==> src/rtl/mips_pkg.sv <==
// Shared encodings for the multi-cycle MIPS controller: opcodes, FSM states,
// PC source select and the decoded instruction class.
package mips_pkg;

    localparam logic [5:0] OP_RTYPE = 6'h00;
    localparam logic [5:0] OP_ADDIU = 6'h09;
    localparam logic [5:0] OP_LW    = 6'h23;
    localparam logic [5:0] OP_SW    = 6'h2B;
    localparam logic [5:0] OP_BEQ   = 6'h04;
    localparam logic [5:0] OP_J     = 6'h02;

    typedef enum logic [2:0] {
        ST_IF  = 3'd0,
        ST_ID  = 3'd1,
        ST_EX  = 3'd2,
        ST_MEM = 3'd3,
        ST_WB  = 3'd4
    } state_t;

    localparam logic [1:0] PC_SEL_SEQ = 2'd0;
    localparam logic [1:0] PC_SEL_BR  = 2'd1;
    localparam logic [1:0] PC_SEL_JMP = 2'd2;

    typedef enum logic [2:0] {
        CLS_RTYPE,
        CLS_ADDIU,
        CLS_LW,
        CLS_SW,
        CLS_BEQ,
        CLS_J,
        CLS_ILLEGAL
    } inst_class_t;

endpackage

==> src/rtl/mips_mc_ctrl_if.sv <==
// Memory bus handshake between the controller and the shared instruction/data memory.
interface mips_mc_ctrl_if;
    logic mem_req;
    logic mem_we;
    logic mem_gnt;

    modport master (output mem_req, output mem_we, input mem_gnt);
    modport slave  (input mem_req, input mem_we, output mem_gnt);
endinterface

==> src/rtl/mips_mc_ctrl_decode.sv <==
// Combinational opcode decode: instruction class, destination register and
// illegal-opcode flag.
module mc_decode
    import mips_pkg::*;
(
    input  logic [31:0]  inst,
    output inst_class_t  inst_class,
    output logic [4:0]   dest,
    output logic         is_illegal
);

    logic unused_fields;
    assign unused_fields = ^{inst[25:21], inst[10:0]};

    always_comb begin
        inst_class = CLS_ILLEGAL;
        case (inst[31:26])
            OP_RTYPE: inst_class = CLS_RTYPE;
            OP_ADDIU: inst_class = CLS_ADDIU;
            OP_LW:    inst_class = CLS_LW;
            OP_SW:    inst_class = CLS_SW;
            OP_BEQ:   inst_class = CLS_BEQ;
            OP_J:     inst_class = CLS_J;
            default:  inst_class = CLS_ILLEGAL;
        endcase
    end

    // R-type writes rd, everything else that writes uses rt
    assign dest       = (inst_class == CLS_RTYPE) ? inst[15:11] : inst[20:16];
    assign is_illegal = (inst_class == CLS_ILLEGAL);

endmodule

==> src/rtl/mips_mc_ctrl.sv <==
// Multi-cycle MIPS control FSM (IF/ID/EX/MEM/WB) with retired-instruction counter.
// All outputs are combinational from state and inputs, forced to zero during reset.
module mips_mc_ctrl
    import mips_pkg::*;
#(
    parameter int CNT_WIDTH = 32
) (
    input  logic                 clk,
    input  logic                 rst,
    input  logic [31:0]          inst,
    input  logic                 alu_zero,
    mips_mc_ctrl_if.master       mem,
    output logic                 ir_we,
    output logic                 pc_we,
    output logic [1:0]           pc_sel,
    output logic                 alu_src_imm,
    output logic                 rf_wen,
    output logic [4:0]           rf_waddr,
    output logic                 wb_sel,
    output logic                 illegal,
    output logic [CNT_WIDTH-1:0] retired,
    output logic [2:0]           state
);

    state_t                state_reg, state_next;
    logic [CNT_WIDTH-1:0]  retired_reg;
    inst_class_t           inst_class;
    logic [4:0]            dest;
    logic                  dec_illegal;

    logic       req_c, we_c, ir_we_c, pc_we_c, imm_c, rf_wen_c, wb_sel_c, ill_c, retire_c;
    logic [1:0] pc_sel_c;
    logic [4:0] waddr_c;

    mc_decode u_decode (
        .inst       (inst),
        .inst_class (inst_class),
        .dest       (dest),
        .is_illegal (dec_illegal)
    );

    always_ff @(posedge clk) begin
        if (rst) begin
            state_reg   <= ST_IF;
            retired_reg <= '0;
        end else begin
            state_reg <= state_next;
            if (retire_c)
                retired_reg <= retired_reg + 1'b1;
        end
    end

    always_comb begin
        state_next = state_reg;
        req_c      = 1'b0;
        we_c       = 1'b0;
        ir_we_c    = 1'b0;
        pc_we_c    = 1'b0;
        pc_sel_c   = PC_SEL_SEQ;
        imm_c      = 1'b0;
        rf_wen_c   = 1'b0;
        waddr_c    = 5'd0;
        wb_sel_c   = 1'b0;
        ill_c      = 1'b0;
        retire_c   = 1'b0;
        case (state_reg)
            ST_IF: begin
                req_c = 1'b1;
                if (mem.mem_gnt) begin
                    ir_we_c    = 1'b1;
                    pc_we_c    = 1'b1;
                    state_next = ST_ID;
                end
            end
            ST_ID: state_next = ST_EX;
            ST_EX: begin
                case (inst_class)
                    CLS_RTYPE: state_next = ST_WB;
                    CLS_ADDIU: begin
                        imm_c      = 1'b1;
                        state_next = ST_WB;
                    end
                    CLS_LW, CLS_SW: begin
                        imm_c      = 1'b1;
                        state_next = ST_MEM;
                    end
                    CLS_BEQ: begin
                        pc_we_c    = alu_zero;
                        pc_sel_c   = PC_SEL_BR;
                        retire_c   = 1'b1;
                        state_next = ST_IF;
                    end
                    CLS_J: begin
                        pc_we_c    = 1'b1;
                        pc_sel_c   = PC_SEL_JMP;
                        retire_c   = 1'b1;
                        state_next = ST_IF;
                    end
                    default: begin
                        ill_c      = dec_illegal;
                        state_next = ST_IF;
                    end
                endcase
            end
            ST_MEM: begin
                req_c = 1'b1;
                we_c  = (inst_class == CLS_SW);
                if (mem.mem_gnt) begin
                    if (inst_class == CLS_SW) begin
                        retire_c   = 1'b1;
                        state_next = ST_IF;
                    end else begin
                        state_next = ST_WB;
                    end
                end
            end
            ST_WB: begin
                waddr_c    = dest;
                rf_wen_c   = (dest != 5'd0);
                wb_sel_c   = (inst_class == CLS_LW);
                retire_c   = 1'b1;
                state_next = ST_IF;
            end
            default: state_next = ST_IF;
        endcase
    end

    assign mem.mem_req = req_c & ~rst;
    assign mem.mem_we  = we_c & ~rst;
    assign ir_we       = ir_we_c & ~rst;
    assign pc_we       = pc_we_c & ~rst;
    assign pc_sel      = rst ? 2'd0 : pc_sel_c;
    assign alu_src_imm = imm_c & ~rst;
    assign rf_wen      = rf_wen_c & ~rst;
    assign rf_waddr    = rst ? 5'd0 : waddr_c;
    assign wb_sel      = wb_sel_c & ~rst;
    assign illegal     = ill_c & ~rst;
    assign retired     = rst ? '0 : retired_reg;
    assign state       = rst ? 3'd0 : state_reg;

endmodule

==> src/flat_wrapper.sv <==
// flat-port wrapper written by rule: the top's interface ports become plain ports
module mips_mc_ctrl_flat import mips_pkg::*;
#(
    parameter int CNT_WIDTH = 32
)
  (clk, rst, inst, alu_zero, ir_we, pc_we, pc_sel, alu_src_imm, rf_wen, rf_waddr, wb_sel, illegal, retired, state, mem_mem_req, mem_mem_we, mem_mem_gnt);
  mips_mc_ctrl_if mem_i ();
  input  logic clk;
  input  logic rst;
  input  logic [31:0] inst;
  input  logic alu_zero;
  output logic ir_we;
  output logic pc_we;
  output logic [1:0] pc_sel;
  output logic alu_src_imm;
  output logic rf_wen;
  output logic [4:0] rf_waddr;
  output logic wb_sel;
  output logic illegal;
  output logic [CNT_WIDTH-1:0] retired;
  output logic [2:0] state;
  output wire logic [$bits(mem_i.mem_req)-1:0] mem_mem_req;
  output wire logic [$bits(mem_i.mem_we)-1:0] mem_mem_we;
  input wire logic [$bits(mem_i.mem_gnt)-1:0] mem_mem_gnt;
  assign mem_mem_req = mem_i.mem_req;
  assign mem_mem_we = mem_i.mem_we;
  assign mem_i.mem_gnt = mem_mem_gnt;
  mips_mc_ctrl #(.CNT_WIDTH(CNT_WIDTH)) u_core (.clk(clk), .rst(rst), .inst(inst), .alu_zero(alu_zero), .mem(mem_i), .ir_we(ir_we), .pc_we(pc_we), .pc_sel(pc_sel), .alu_src_imm(alu_src_imm), .rf_wen(rf_wen), .rf_waddr(rf_waddr), .wb_sel(wb_sel), .illegal(illegal), .retired(retired), .state(state));
endmodule
==> config.mk <==
export PLATFORM = sky130hd
export DESIGN_NAME = mips_mc_ctrl_flat
export DESIGN_NICKNAME = d
export VERILOG_FILES = /design/src/rtl/mips_pkg.sv /design/src/rtl/mips_mc_ctrl_if.sv /design/src/rtl/mips_mc_ctrl_decode.sv /design/src/rtl/mips_mc_ctrl.sv /design/src/flat_wrapper.sv
export SDC_FILE = /design/constraint.sdc
export NUM_CORES = 1
export LEC_CHECK = 0
export CAP_MARGIN = 40
export CORE_MARGIN = 2
export CORE_UTILIZATION = 40
export CTS_CLUSTER_DIAMETER = 50
export DETAILED_ROUTE_END_ITERATION = 7
export PLACE_DENSITY = 0.74
export SYNTH_ARGS = -nofsm -noshare
export SYNTH_HDL_FRONTEND = slang
export SYNTH_SLANG_ARGS = --single-unit
==> constraint.sdc <==
create_clock -name clk -period 2.25 [get_ports clk]
set_input_delay 0.45 -clock clk [delete_from_list [all_inputs] [get_ports clk]]
set_output_delay 0.45 -clock clk [all_outputs]
set_load 0.01 [all_outputs]
==> results of run 1 <==
==> synth_stat cells (2+ instances only) <==
cell	n	area, µm²
a21boi_0	2	15.0
or3_1	14	87.6
xor2_1	3	26.3
or4_1	11	82.6
and3_1	6	37.5
a21oi_1	19	95.1
nor3_1	8	40.0
and2_1	3	18.8
nand2_1	23	86.3
nand2b_1	3	18.8
o31ai_1	4	30.0
mux2i_1	6	60.1
o2111ai_1	2	17.5
nand4_1	7	43.8
and4_1	5	43.8
mux2_2	9	101
inv_1	2	7.51
nand3_1	9	45.0
o211ai_1	3	22.5
a211oi_1	2	15.0
xnor2_1	2	17.5
nor4_1	5	31.3
dfxtp_1	35	701
nor2_1	33	124
nand3b_1	2	15.0
a2111oi_0	2	17.5
clkbuf_1	14	52.6
buf_2	2	10.0
mux2_1	2	22.5
o21ai_0	14	70.1
or2_2	2	12.5
nor2b_1	36	225
nor4b_1	2	17.5
==> kinds of logic (layout without fill, tap and decap cells) <==
kind of cell,count (synthesis),in the layout,share of synthesized area
adders and majority gates,1,1,0.00542
DFF,35,35,0.303
muxes,17,17,0.0796
xor gates and xnor gates,5,5,0.0190
AOI/OAI and AO/OA,53,53,0.142
and+or+nand+nor,172,172,0.420
buffers and inverters,18,144,0.0303
==> metrics by stage <==
stage / std cells / hold WS (ns) / setup slack, ns / setup TNS [ns] / total power, µW
after global placement: 471 / 0.455 / -0.910 / -24.22 / 848
after global routing: 499 / 0.491 / -0.114 / -0.796 / 1440
after CTS: 488 / 0.475 / -0.102 / -0.328 / 1370
after floorplan: 301 / 0.447 / -0.00844 / -0.0169 / 726
after detailed placement: 471 / 0.465 / -0.890 / -25.30 / 852
final: 499 / 0.476 / -0.112 / -0.411 / 1380
==> routing by layer <==
layer,wire length (µm),share of wire
met1,3130,0.43
met2,3680,0.50
met3,484,0.066
met4,71,0.0096
met5,0,0
==> where the power goes <==
| group | internal, µW | total, µW | switching (µW) |
|---|---|---|---|
| clock network | 280 | 506 | 227 |
| logic | 131 | 247 | 117 |
| registers | 623 | 629 | 5.82 |
==> critical path, stage by stage <==
cell	delay, ns
buf_6	0.09
or3_4	0.41
or3_4	0.39
buf_6	0.15
mux2i_2	0.15
nor2_1	0.12
buf_2	0.15
==> timing repair <==
item                       4_1_cts  5_1_grt
setup endpoints to repair       44       33
gates cloned                     0        1
resized for setup               82       34
buffers inserted                 9       11
pin swaps                       17       17
==> area by class of cell <==
| cell class | count | area share |
|---|---|---|
| timing repair buffer | 134 | 0.307 |
| inverter | 2 | 0.00199 |
| clock buffer | 8 | 0.0265 |
| sequential | 35 | 0.186 |
| tap | 72 | 0.0239 |
| multi-input combinational | 248 | 0.455 |
==> worst min path at each step <==
stage | endpoint | slack, ns | cells past startpoint
2_1_floorplan | u_core.retired_reg[31] | 0.45 | 2
3_3_place_gp | u_core.retired_reg[31] | 0.46 | 2
3_5_place_dp | u_core.retired_reg[31] | 0.47 | 2
4_1_cts | u_core.retired_reg[31] | 0.47 | 2
5_1_grt | u_core.retired_reg[31] | 0.49 | 2
6_report | u_core.retired_reg[31] | 0.48 | 2
==> reports/summary.txt, run 1 <==
Outcome = complete, but fails checks
Failing checks = negative setup slack
Reg2Reg Setup Slack = 0.14 ns
Total track usage = 0.219
CTS Buf Count = 5
Top fanout value on the critical path = 5
Critical path endpoint = rf_waddr[0]
Minimum clock period = 2.36 ns
Die ar. = 6400 µm²
Reg2reg start = u_core.state_reg[0]
Reg clk slew, reported paths = 0.07 ns
Via count = 2685
Mapped Area = 2310 µm²
Number of remaining DRC errors = 0
Share of flip-flops with an asynchronous set or reset = 0
CTS tree = built
CP startpoint = inst[29]
Final Hold Fails = 0
Max Clk Rate = 423 MHz
Buffer depth of the longest clock path = 2
Final core occ = 0.681
# Max-Cap Violations = 0
Crit path kind = in2out
Finish-stage setup viols = 7
Worst setup margin = -0.112 ns
Die Ht = 80.0 µm
Cells after Synth = 301
Sequential-to-total area share from yosys stat = 0.303
Cell Pwr Density = 367 nW/µm²
Most frequent cells in the layout = buf_4, clkdlybuf4s50_1, nor2b_1, dfxtp_1, nor2_1
RSZ-0062 raised after global routing = yes
Commonest non-fill, non-tap cell in the layout = buf_4
Number of fill cells = 482
Crit. End Element = primary output
I/O pin count = 86
Starting density of the core = 0.417
Max-slew violation count = 0
Yosys reg bits = 35
DP Area = 3380 µm²
Prevailing post-synth register cell = dfxtp_1
N_diodes = 0
Cell Rows = 27
Critical Path RT = 1.80 ns
Met1 usage = 0.254
Hold crit path type = reg2reg
Footprint of the multi-input gates = 1720 µm²
Nets = 463
Slew HR = 0.719
Initial antenna violation count = 0
Post-route cell area = 3770 µm²
Leak pwr = 0.00148 µW
Reg-to-Reg End = u_core.retired_reg[22]
Core Footprint = 5540 µm²
Cts hold-fix bufs = 0
Largest net degree at the start of global routing = 18
Warnings, synthesis = 0
Vias in the first global route = 2512
Post-DP HPWL = 5.05 mm
WL final = 7.36 mm
Vias per inst = 5.38
Tcrit/Tclk final = 1.05
Worst reg-to-reg path cell count = 8
Maximum vdd ir drop = 284 µV
Worst Skew = 0.00337 ns
Routability-driven placement congestion ratio = 0.820
HP Start = u_core.retired_reg[31]
WL per Instance = 14.8 µm
Global-route wire length before repair = 11.3 mm
CTS Sinks = 35
Synth-to-Final Area Change = 63.3%
Proportion of layout cells with a drive suffix above 1 = 0.302
DR iter-0 viols = 68
Root buffer cell = clkbuf_8
DR pass1 iterations = 4
Syn avg cell area = 7.67 µm²
Input/output buffers = 69
H-tree lvl count = 2
Die X = 80.0 µm
Global route overflow = 0
Max reg flops = 32
Busiest layer in global routing = met2
Mapped Nets = 338
Grt met2 use = 0.399
Post-synth EDFFs = 0
Critical path arrival = 1.91 ns
DRT antenna net count = 0
Synth cell types = 42
Clk_lat worst skew = 0.29 ns
Pin slew with the least headroom to its limit = 0.410 ns
FF+latch area = 701 µm²
Nature of the critical path startpoint = input pin
M3 GR Usage = 0.0475
(Power assumes the default switching activity.)
==> run 2, diff against run 1 <==
--- a/config.mk
+++ b/config.mk
@@ -6,7 +6,6 @@
 export NUM_CORES = 1
 export LEC_CHECK = 0
 export CAP_MARGIN = 40
-export CORE_MARGIN = 2
 export CORE_UTILIZATION = 40
 export CTS_CLUSTER_DIAMETER = 50
 export DETAILED_ROUTE_END_ITERATION = 7
==> reports/summary.txt, run 2 (same netlist as run 1, synthesis figures left out) <==
Final Hold Fails = 0 (unchanged)
Crit path kind = in2out
Finish-stage setup viols = 7 (unchanged)
WL per Instance = 14.1 µm (-4.7%)
DR pass1 iterations = 4 (unchanged)
Max reg flops = 32 (unchanged)
Cell Rows = 27 (unchanged)
Global route overflow = 0 (unchanged)
Synth-to-Final Area Change = 56.0%
DRT antenna net count = 0 (unchanged)
Critical path arrival = 1.87 ns (-0.04 ns)
CTS Sinks = 35 (unchanged)
Fin Setup TNS = -0.336 ns (+0.0754 ns)
Worst setup margin = -0.0742 ns (+0.0377 ns)
Pin slew with the least headroom to its limit = 0.495 ns (+0.0841 ns)
Via count = 2639 (-1.7%)
Maximum vdd ir drop = 297 µV (+4.5%)
N_diodes = 0 (unchanged)
Worst Skew = 0.00296 ns (-0.000410 ns)
I/O pin count = 86 (unchanged)
Die ar. = 6080 µm² (-4.9%)
CTS Buf Count = 5 (unchanged)
Critical path buffers and inverters = 3 (unchanged)
Top fanout value on the critical path = 4 (-1)
Max-slew violation count = 0 (unchanged)
Number of remaining DRC errors = 0 (unchanged)
# Max-Cap Violations = 0 (unchanged)
Input/output buffers = 69 (unchanged)
Worst path slowest cell = or3_4
Most frequent cells in the layout = clkdlybuf4s50_1, buf_4, nor2b_1, dfxtp_1, nor2_1
Max Clk Rate = 430 MHz (+1.6%)
Cell Pwr Density = 372 nW/µm² (+1.5%)
Crit path cell chain = buf_6 > or3_4 > or3_4 > buf_6 > mux2i_1 > nor2_1 > buf_2
WL final = 6.75 mm (-8.3%)
Number of fill cells = 473 (-1.9%)
Commonest non-fill, non-tap cell in the layout = clkdlybuf4s50_1
Global-route wire length before repair = 10.9 mm (-3.2%)
Critical path depth = 7 (unchanged)
RSZ-0062 raised after global routing = yes
Slew HR = 0.662 (-0.0575)
Nature of the critical path startpoint = input pin
CTS tree = built
Failing checks = negative setup slack
Routability-driven placement congestion ratio = 0.813 (-0.78%)
Outcome = complete, but fails checks
Placed cell count = 464 (-1.5%)
Total track usage = 0.221 (+0.00205)
Hold depth = 2 (unchanged)
Core Footprint = 5540 µm² (unchanged)
Hold crit path type = reg2reg
Proportion of layout cells with a drive suffix above 1 = 0.267 (-0.0350)
Vias in the first global route = 2461 (-2.0%)
Reg clk slew, reported paths = 0.06 ns (about the same)
Crit. End Element = primary output
H-tree lvl count = 2 (unchanged)
Vias per inst = 5.50 (+2.2%)
Critical Path RT = 1.80 ns (about the same)
Root buffer cell = clkbuf_8
Leak pwr = 0.00140 µW (-5.1%)
Buffer depth of the longest clock path = 2 (unchanged)
Starting density of the core = 0.417 (unchanged)
Minimum clock period = 2.32 ns (-0.0377 ns)
Clk_lat worst skew = 0.28 ns (about the same)
Kind of cell adding the most delay to the critical path = simple AND/OR/NAND/NOR gates
Critical Path Max Stage Delay = 0.42 ns (about the same)
Final Non-Filler Cells = 480 (-3.8%)
Tcrit/Tclk final = 1.03 (-0.0167)
DR iter-0 viols = 58 (-15%)
Largest net degree at the start of global routing = 31 (+13)
Initial antenna violation count = 0 (unchanged)
Worst reg-to-reg path cell count = 6 (-2)
Die X = 78.0 µm (-2.5%)
Die Ht = 78.0 µm (-2.5%)
Post-DP HPWL = 4.84 mm (-4.2%)
Nets = 444 (-4.1%)
==> run 2: cell count changes in the layout (fill, tap and decap cells not counted), sizes merged <==
cell / before / now
buf: 79 / 59
dlymetal6s2s: 1 / 0
dlygate4sd2: 5 / 4
clkdlybuf4s15: 2 / 5
==> run 2: layer usage <==
layer	global-route usage	routed length [µm]
met1	0.261	2990
met2	0.404	3360
met3	0.0471	336
met4	0.0556	59
met5	0	0
==> run 2: path summary, 6_finish.rpt <==
check | from | endpoint | slack, ns
min | u_core.retired_reg[31] | u_core.retired_reg[31] | 0.48
max | inst[31] | rf_waddr[2] | -0.07
min reg2reg | u_core.retired_reg[31] | u_core.retired_reg[31] | 0.48
max reg2reg | u_core.state_reg[0] | u_core.retired_reg[16] | 0.13
==> run 2: stage by stage <==
| step | worst slack, ns | hold WS [ns] | cell area [µm²] | utilization | total power, µW |
|---|---|---|---|---|---|
| 4_1_cts | -0.0633 | 0.481 | 3520 | 0.636 | 1350 |
| 3_5_place_dp | -0.925 | 0.472 | 3320 | 0.599 | 839 |
| 2_1_floorplan | -0.00844 | 0.447 | 2320 | - | 726 |
| 3_3_place_gp | -0.915 | 0.453 | 3320 | 0.599 | 835 |
| 6_report | -0.0742 | 0.479 | 3600 | 0.650 | 1340 |
| 5_1_grt | -0.117 | 0.506 | 3600 | 0.650 | 1400 |
==> run 2: worst reg2reg max path, cell delays in order, from the launching register on <==
cell and delay, ns:
dfxtp_2 0.47, nand2_2 0.11, o41ai_4 0.35, buf_4 0.17, o21ai_2 0.09, or4_4 0.51
mux2_4 0.31
==> run 2: timing repair <==
item,in CTS,in global routing
endpoints found under the setup margin,44,21
endpoints found under the hold margin,0,0
hold buffers,0,0
resized for setup,95,17
setup buffers,5,3
gates cloned,0,1
pin swaps,18,11
==> run 2: power breakdown <==
part / total, µW / switching (µW) / leakage (µW) / internal (µW)
Sequential: 633 / 9.21 / 0.000283 / 624
Clock: 496 / 217 / 0.0000515 / 279
Combinational: 211 / 104 / 0.00107 / 107
Total: 1340 / 330 / 0.00140 / 1010
==> run 2: cell type report <==
cell class / instances / area [µm²] / area share
well taps: 72 / 90.1 / 0.0250
inverters: 2 / 7.51 / 0.00208
flip-flops and latches: 35 / 702 / 0.195
multi-input cells: 248 / 1700 / 0.471
clock buffers: 8 / 100 / 0.0278
repair buffers: 115 / 1000 / 0.279
==> run 3, diff against run 2 <==
--- a/config.mk
+++ b/config.mk
@@ -10,6 +10,7 @@
 export CTS_CLUSTER_DIAMETER = 50
 export DETAILED_ROUTE_END_ITERATION = 7
 export PLACE_DENSITY = 0.74
+export SLEW_MARGIN = 20
 export SYNTH_ARGS = -nofsm -noshare
 export SYNTH_HDL_FRONTEND = slang
 export SYNTH_SLANG_ARGS = --single-unit
==> results of run 3 <==
Final layout, timing and power as in run 2 (identical DEF).
